File: config.mk
export PLATFORM = sky130hd
export DESIGN_NAME = shiftreg_tx_ctrl
export DESIGN_NICKNAME = d
export VERILOG_FILES = /design/src/rtl/shiftreg_tx_ctrl.sv
export SDC_FILE = /design/constraint.sdc
export NUM_CORES = 1
export LEC_CHECK = 0
export CORE_UTILIZATION = 35
export CTS_BUF_LIST = sky130_fd_sc_hd__clkbuf_16
export CTS_CLUSTER_DIAMETER = 40
export DETAILED_ROUTE_END_ITERATION = 8
export PLACE_DENSITY = 0.66
export SETUP_SLACK_MARGIN = 0.5
export SYNTH_ARGS = -nofsm -noshare
export SYNTH_HDL_FRONTEND = slang
export SYNTH_SLANG_ARGS = --single-unit
File: constraint.sdc
create_clock -name clk -period 2.16 [get_ports clk]
set_clock_uncertainty 0.15 [all_clocks]
set_input_delay 0.648 -clock clk [delete_from_list [all_inputs] [get_ports clk]]
set_output_delay 0.648 -clock clk [all_outputs]
set_load 0.01 [all_outputs]
File: src/rtl/shiftreg_tx_ctrl.sv
// shiftreg_tx_ctrl: sequencer feeding an 8-bit universal shift register
//
// Accepts a word over tx_valid/tx_ready, drives one parallel-load cycle
// (mode 11), WIDTH shift cycles (mode 01 left / 10 right) and a one-cycle
// done strobe. abort returns to IDLE on the next edge without a done pulse.
//
// Ports:
//   clk, rst            clock, asynchronous active-high reset
//   tx_data, tx_dir     word and direction (0 = MSB first, 1 = LSB first)
//   tx_valid, tx_ready  accept handshake; tx_ready high only in IDLE
//   abort               drop the current word (ignored in IDLE)
//   mode, pin, sin      shift register controls
//   sout_vld            shift register sout is valid this cycle
//   busy, done          word in flight / end-of-word pulse
//   bit_cnt             shifts completed in the current word
//   parity, par_vld     XOR of the captured word, flagged in DONE
//                       (present only with SHIFTREG_TX_PARITY_EN defined)
module shiftreg_tx_ctrl #(
    parameter int   WIDTH = 8,
    parameter logic FILL  = 1'b0
) (
    input  logic                       clk,
    input  logic                       rst,
    input  logic [WIDTH-1:0]           tx_data,
    input  logic                       tx_valid,
    output logic                       tx_ready,
    input  logic                       tx_dir,
    input  logic                       abort,
    output logic [1:0]                 mode,
    output logic [WIDTH-1:0]           pin,
    output logic                       sin,
    output logic                       sout_vld,
    output logic                       busy,
    output logic                       done,
`ifdef SHIFTREG_TX_PARITY_EN
    output logic                       parity,
    output logic                       par_vld,
`endif
    output logic [$clog2(WIDTH+1)-1:0] bit_cnt
);
    localparam int CW = $clog2(WIDTH+1);

    typedef enum logic [1:0] {IDLE, LOAD, SHIFT, DONE} state_t;

    state_t        state, nxt;
    logic [CW-1:0] nxt_cnt;
    logic          dir, nxt_dir, accept;
    logic [1:0]    nxt_mode;

    assign accept = (state == IDLE) && tx_valid;

    always_comb begin
        nxt     = state;
        nxt_cnt = '0;
        case (state)
            IDLE:  nxt = tx_valid ? LOAD : IDLE;
            LOAD:  nxt = abort ? IDLE : SHIFT;
            SHIFT: begin
                nxt_cnt = abort ? '0 : bit_cnt + 1'b1;
                nxt     = abort ? IDLE : (nxt_cnt == CW'(WIDTH)) ? DONE : SHIFT;
            end
            default: nxt = IDLE;
        endcase
    end

    // Outputs are decoded from the next state and registered, so they line
    // up with the state they belong to without a combinational path out.
    always_comb begin
        nxt_dir  = accept ? tx_dir : dir;
        nxt_mode = (nxt == LOAD)  ? 2'b11 :
                   (nxt == SHIFT) ? (nxt_dir ? 2'b10 : 2'b01) : 2'b00;
    end

    always_ff @(posedge clk or posedge rst) begin
        if (rst) begin
            state    <= IDLE;
            bit_cnt  <= '0;
            dir      <= 1'b0;
            pin      <= '0;
            mode     <= 2'b00;
            sin      <= 1'b0;
            sout_vld <= 1'b0;
            busy     <= 1'b0;
            done     <= 1'b0;
            tx_ready <= 1'b1;
`ifdef SHIFTREG_TX_PARITY_EN
            parity   <= 1'b0;
            par_vld  <= 1'b0;
`endif
        end else begin
            state    <= nxt;
            bit_cnt  <= nxt_cnt;
            dir      <= nxt_dir;
            if (accept) pin <= tx_data;
            mode     <= nxt_mode;
            sin      <= (nxt == SHIFT) ? FILL : 1'b0;
            sout_vld <= (nxt == SHIFT);
            busy     <= (nxt != IDLE);
            done     <= (nxt == DONE);
            tx_ready <= (nxt == IDLE);
`ifdef SHIFTREG_TX_PARITY_EN
            if (accept) parity <= ^tx_data;
            par_vld  <= (nxt == DONE);
`endif
        end
    end
endmodule

======== After elaboration in Yosys (flattened, before gate mapping) ========
Index checks and enable logic that the tools add are counted.
word-level totals
  flip-flop bits (word level) ............. 21
  bits of input ports ..................... 13
  output and inout bits ................... 19
  logic and storage cells ................. 31
cells by class
  add/sub/neg operators ................... 1
  eq/ne operators ......................... 6
  muxes and demuxes ....................... 11
  reductions and logical operators ........ 4
operators by type and width
  operator               number
  $mux W2                5
  $mux W4                2
  $eq A2 B2 Y1 const B   3
  $pmux W2 S3            1
  $add A4 B1 Y4 const B  1
  $eq A2 B1 Y1 const B   2
  $eq A4 B4 Y1 const B   1
  $logic_not A2 Y1       2
  $mux W1                3
  $reduce_bool A2 Y1     1
  $logic_and A1 B1 Y1    1

======== Logic depth before layout (Yosys ltp) ========
Gate-level depths: netlist (run 1).
  depth after elaboration ................. 9
  gate-level depth with buffers ........... 4
  depth with buffers taken out ............ 4

======== Worst setup path before layout (run 1) ========
Ideal clock, no wire load.
  kind .................................... input to register
  start point ............................. input tx_valid
  end point ............................... register pin[4]
  setup time .............................. 125 ps
  data arrival time ....................... 1398 ps
  data required time ...................... 1885 ps
  slack ................................... 487 ps
  stages .................................. 3
  buffers on the path ..................... 1
  path through ............................ nor3b_4 buf_6 mux2_4
on the way
  longest elaborated chain between the ends .. 1
ends and longest elaborated chain
  element               line  text
  start, declared       25    input logic tx_valid,
  $logic_and A1 B1 Y1   50    assign accept = (state == IDLE) && tx_valid;
  end signal, assigned  94    if (accept) pin <= tx_data;
  end, declared         30    output logic [WIDTH-1:0] pin,
Every way passes these cells.
A chain may end at the register's enable or synchronous reset.

======== Worst setup path in the final report (run 1) ========
  start point ............................. register tx_ready
  end point ............................... output tx_ready
RTL lines
  element                 line  text
  start, declared         26    output logic tx_ready,
  start signal, assigned  100   tx_ready <= (nxt == IDLE);
No word-level cell between the ends.

==> results of run 1 <==
final cells by class:
type	count	area share (%)
sequential	21	41.15
tap	28	2.737
multi-input combinational	34	23.85
clock buffer	3	5.865
clock inverter	1	0.2933
inverter	6	1.760
timing repair buffer	40	24.34
synthesized netlist by cell type:
master / instances / area [um^2]
a21o_1: 1 / 7.510
a21oi_1: 3 / 15.01
a31oi_1: 2 / 12.51
and2_1: 1 / 6.260
and3_1: 1 / 6.260
buf_4: 1 / 7.510
buf_6: 1 / 11.26
conb_1: 1 / 3.750
dfrtp_1: 20 / 500.5
dfstp_2: 1 / 26.28
ha_1: 1 / 12.51
inv_1: 6 / 22.52
mux2_2: 5 / 56.30
mux2_4: 4 / 60.06
nand2_1: 2 / 7.510
nand2b_1: 1 / 6.260
nand3_1: 2 / 10.01
nor2_1: 4 / 15.01
nor3b_4: 1 / 18.77
nor4b_1: 1 / 8.760
nor4bb_1: 1 / 10.01
o21ai_0: 1 / 5.000
xnor2_1: 1 / 8.760
xor2_1: 1 / 8.760
metrics by stage:
stage          total power, uW  instances
2_1_floorplan            716.9         63
3_3_place_gp             918.7        123
3_5_place_dp             925.8        123
4_1_cts                   1315        132
5_1_grt                   1361        133
6_report                  1284        133
sequential cells by signal, summed over array words and instances (netlist names):
| signal | count |
|---|---|
| state | 2 |
| sout_vld | 1 |
| pin | 8 |
| done | 1 |
| busy | 1 |
| bit_cnt | 4 |
| dir | 1 |
| tx_ready | 1 |
| mode | 2 |
report_power, final:
group	internal (uW)	total [uW]	switching, uW	leakage (uW)
sequential	486	537	50.5	0.000262
combinational	221	377	155	0.000355
clock	246	371	125	0.0000423
total	954	1280	330	0.000659
cells in the final DEF (no fill, tap or decap), drive strengths merged, types with 2 or more instances in the layout:
| master | n |
|---|---|
| dfrtp | 20 |
| buf | 20 |
| clkdlybuf4s50 | 10 |
| mux2 | 9 |
| clkbuf | 8 |
| inv | 7 |
| nor2 | 4 |
| a21oi | 3 |
| clkdlybuf4s15 | 3 |
| nand3 | 2 |
| nand2 | 2 |
| a31oi | 2 |
| dlygate4sd2 | 2 |
per-layer routing:
layer / vias to the layer above / GRT usage [%]
met4: 0 / 6.944
met2: 16 / 22.59
li1: 297 / -
met1: 281 / 18.70
met5: - / 0
met3: 4 / 5.357
worst paths after layout:
kind | endpoint | slack [ps] | cells after the start
setup reg to reg | state[0]$_DFF_PP0_ | 620 | 5
hold reg to reg | pin[7]$_DFFE_PP0P_ | 360 | 1
min in group asynchronous | pin[5]$_DFFE_PP0P_ | 540 | 2
setup / recovery | tx_ready | 500 | 1
hold / removal | pin[7]$_DFFE_PP0P_ | 360 | 1
max in group asynchronous | busy$_DFF_PP0_ | 820 | 3
timing repair:
action / 4_1_cts / 5_1_grt
pin swaps: 1 / 0
setup endpoints to repair: 31 / 15
gates resized for setup: 56 / 17
buffers inserted: 5 / 1
logic make-up after synthesis:
kind of cell | synth area share, %
DFF | 62.19
and+or+nand+nor | 10.49
muxes | 13.74
buffers and inverters | 4.874
AOI/OAI and AO/OA | 4.726
xor gates and xnor gates | 2.068
adders and majority gates | 1.477
other | 0.4427
==> results.md, run 1 <==
- CP Cell Sequence: buf_6
- Vias in the first global route: 592
- Residual DRC: 0
- Yosys Warn Count: 0
- Max Clk Rate: 601.9 MHz
- Min-Delay Startpoint: pin[7]$_DFFE_PP0P_
- Global-route wire length before repair: around 2800 um
- Hold Vio Cnt, Final: 0
- Fill cells: 203
- Buffers and inverters on the worst path: 1
- GR Overflow Total: 0
- Clock latency on the worst-skew pair: 250 ps
- Setup TNS: 0 ps
- CP max-delay cell: dfstp_2
- Initial antenna violation count: 0
- Port buffer count: 30
- Vias: roughly 600
- Core Util, Final: 56.77%
- Avg WL per Cell: around 12 um
- Mapped Nets: 77
- Family with the most delay on the worst path: flip-flops
- CTS tree: built
- R2r startpoint: bit_cnt[0]$_DFF_PP0_
- Placed cell area: 0.001194 mm^2
- Metal-1 WL: 726 um
- Core area: 0.002255 mm^2
- RePlAce Congestion: 0.6857
- Setup crit start: tx_ready$_DFF_PP1_
- Cells after synthesis: 63
- Register Area: 526.8 um^2
- Setup WS post-layout: 498.5 ps
- Number of DRC markers in iteration 0: 7
- CP Capture Type: output pin
- Layout Nets: 120
- Die Height: around 51 um
- Final Max Slew Viols: 0
- Die Wd: 51.20 um
- Die area: roughly 0.0026 mm^2
- Clock root buffer: clkbuf_16
- Crit Path Class: register to output pin
- WP data arrival: 860 ps
- # IOs: 32
- Netlist Area Pre-Place: between 800 and 900 um^2
- CP max FO: 1
- Fin Hold WS: 356.9 ps
- Outcome: complete, no violations
- Total CTS buffers: 3
- Final setup vio count: 0
- Final Cell Area: about 0.0013 mm^2
- Register clock-pin slew on the reported worst setup and hold paths: 50 ps
- Largest stage delay on the critical path: 520 ps
- Fin crit share: 76.92%
- Yosys cell types: 24
- Largest net degree at the start of global routing: 12
- Tmin final: roughly 1700 ps
- CTS H-Tree Depth: 1
- All-Layer GR Usage: 14.87%
- Hold Buf Count CTS: 0
- Met2 wire length: 824 um
- Starting Density: 37.57%
- RSZ-0062 raised after global routing: yes
- WL met3: 75 um
- CTS Sinks: 21
- Pleak: around 0.00066 uW
- WL final: 1655 um
- Sequential share of the synthesized area: 62.19%
- Hold/Removal Path Class: register to register
- Drt pass-1 iters: 4
- Synthesized area per cell: 13.45 um^2
- PD cells: approximately 1000 mW/mm^2
- Peak VDD IR: 0.7992 mV
- Required @ worst endpoint: 1360 ps
- Max-Cap Viols: 0
- Area of the multi-input gates: ~310 um^2
- Clock Path Buffers: 2
- Area Overhead vs Synth: 51.11%
- Setup WS pre-CTS: 34.15 ps
- Highest Signal Layer: met4
- Layout cells sized above 1: 39.05%
- DRT antenna net count: 0
- DP HPWL: between 1000 and 1500 um
- Seq cells post-synth: 21
- Via density per instance: 4.496
- Antenna diodes: 0
- Cell Rows: 17
- Crit start category: register
Note: power is estimated with default switching activity, not from simulation.
==> run 2, diff against run 1 <==
--- a/config.mk
+++ b/config.mk
@@ -9,7 +9,7 @@
 export CTS_BUF_LIST = sky130_fd_sc_hd__clkbuf_16
 export CTS_CLUSTER_DIAMETER = 40
 export DETAILED_ROUTE_END_ITERATION = 8
-export PLACE_DENSITY = 0.66
+export PLACE_DENSITY = 0.68
 export SETUP_SLACK_MARGIN = 0.5
 export SYNTH_ARGS = -nofsm -noshare
 export SYNTH_HDL_FRONTEND = slang
==> constraint.sdc (replaced) <==
create_clock -name clk -period 1.5 [get_ports clk]
set_clock_uncertainty 0.15 [all_clocks]
set_input_delay 0.45 -clock clk [delete_from_list [all_inputs] [get_ports clk]]
set_output_delay 0.45 -clock clk [all_outputs]
set_load 0.01 [all_outputs]
==> results.md, run 2 (synthesis results as in run 1) <==
- Vias in the first global route: 643
- WL met3: 88 um
- Drt pass-1 iters: 2
- Antenna diodes: 0
- Initial antenna violation count: 0
- Top flop regs: pin: 8 flops, bit_cnt: 4 flops
- Max Clk Rate: roughly 680 MHz
- Peak VDD IR: ~0.98 mV
- Area of the multi-input gates: 414.1 um^2
- WP data arrival: 870 ps
- Register Area: between 500 and 600 um^2
- Residual DRC: 0
- Largest stage delay on the critical path: 530 ps
- Combinational power share: 35.9%
- Cell Rows: 17
- Placed cell area: 0.001281 mm^2
- Dpl cells: ~130
- Fill cells: 170
- Outcome: complete, no violations
- Layout cells sized above 1: 69.83%
- Pleak: between 0.0007 and 0.0008 uW
- Die area: 0.002621 mm^2
- RePlAce Congestion: 0.7630
- All-Layer GR Usage: between 10% and 20%
- Die Height: 51.20 um
- Total power: 2079 uW
- Tmin final: 1466 ps
- Die Wd: slightly above 50 um
- Vias: 660
- Final Max Slew Viols: 0
- Largest Register: pin
- Commonest cells after routing, fill and taps aside: 15 x dfrtp_1, 14 x buf_4, 13 x buf_2
- # IOs: 32
- Clock power frac: 26.6%
- CTS H-Tree Depth: 1
- Clock latency on the worst-skew pair: 250 ps
- Required @ worst endpoint: 900 ps
- WL final: 1960 um
- Clock Path Buffers: 2
- Highest Signal Layer: met4
- GR Overflow Total: 0
- Area Overhead vs Synth: 79.02%
- Final std cells w/o fill: 144
- CTS Sinks: 21
- Register clock-pin slew on the reported worst setup and hold paths: about 50 ps
- CP max-delay cell: dfstp_2
- Family with the most delay on the worst path: flip-flops
- Crit Path Class: register to output pin
- Buffers and inverters on the worst path: 1
- CP max FO: 1
- PD cells: ~1400 mW/mm^2
- Internal: 1507 uW
- Largest net degree at the start of global routing: 22
- Switching share of power: 27.51%
- Setup TNS: 0 ps
- Via density per instance: roughly 4.6
- RSZ-0062 raised after global routing: yes
- Sw Pwr: about 570 uW
- Starting Density: between 30% and 40%
- Number of DRC markers in iteration 0: 3
- Number of flip-flops under the largest register name: 8
- CTS tree: built
- CP Capture Type: output pin
- Final setup vio count: 0
- Reg power frac: between 30% and 40%
- Hold Buf Count CTS: 0
- Setup WS pre-CTS: -405.6 ps
- Crit start category: register
- Fin crit share: between 90% and 100%
- Setup WS post-layout: 33.70 ps
- Layout Nets: between 100 and 150
- Total CTS buffers: 3
- Core area: 0.002255 mm^2
- DRT antenna net count: 0
- Hold/Removal Path Class: input pin to async pin
- Final Cell Area: 0.001516 mm^2
- Hold Vio Cnt, Final: 0
- DP HPWL: 1133 um
- Clock root buffer: clkbuf_16
- Avg WL per Cell: 13.61 um
- Global-route wire length before repair: 2884 um
- CP Cell Sequence: buf_6
- Metal-1 WL: 905 um
- Met2 wire length: about 940 um
- Max-Cap Viols: 0
- Port buffer count: 30
- Commonest non-fill, non-tap cell in the layout: dfrtp_1
-- run 2: cell count changes in the layout (fill, tap and decap cells not counted), sizes merged --
| cell | change |
|---|---|
| buf | +19 |
| clkbuf | -5 |
| clkdlybuf4s15 | -3 |
| clkinv | +1 |
| inv | -1 |
-- run 2: final timing paths --
path,startpoint,endpoint,slack (ps),cells past startpoint
max,tx_ready$_DFF_PP1_,tx_ready,30,1
min,rst,pin[4]$_DFFE_PP0P_,370,3
max reg2reg,bit_cnt[0]$_DFF_PP0_,state[0]$_DFF_PP0_,60,5
min reg2reg,pin[5]$_DFFE_PP0P_,pin[5]$_DFFE_PP0P_,400,1
max in group asynchronous,rst,tx_ready$_DFF_PP1_,620,3
min in group clk,pin[5]$_DFFE_PP0P_,pin[5]$_DFFE_PP0P_,400,1
-- run 2: metal layers --
layer / track usage, % / up-vias
li1: - / 315
met1: 19.89 / 324
met2: 23.68 / 19
met3: 2.083 / 2
met4: 9.722 / 0
met5: 0 / -
-- run 2: final cells by class --
cell class | instances | share of cell area (%)
timing repair buffer | 51 | 28.47
inverter | 6 | 1.485
tap | 28 | 2.310
clock inverter | 1 | 0.3300
clock buffer | 3 | 4.951
sequential | 21 | 35.15
multi-input combinational | 34 | 27.31
-- run 2: what timing repair did --
action                                  in CTS  in global routing
endpoints found under the hold margin        0                  0
pin swaps                                    7                  4
gates resized for setup                    100                 10
endpoints found under the setup margin      39                 39
buffers inserted                             4                  9
-- run 2: metrics by stage --
step | hold slack, ps | util [%]
6_report | 369.8 | 67.26
5_1_grt | 385.3 | 67.26
4_1_cts | 355.6 | 61.82
3_5_place_dp | 344.3 | 56.83
3_3_place_gp | 338.0 | 56.83
2_1_floorplan | 275.5 | -
-- run 2: power groups by stage --
stage	combinational, uW	sequential, uW	clock, uW
after global placement	565	777	0
after global routing	797	787	590
after detailed placement	570	782	0
after CTS	578	777	563
final	747	779	553
after floorplan	210	835	0
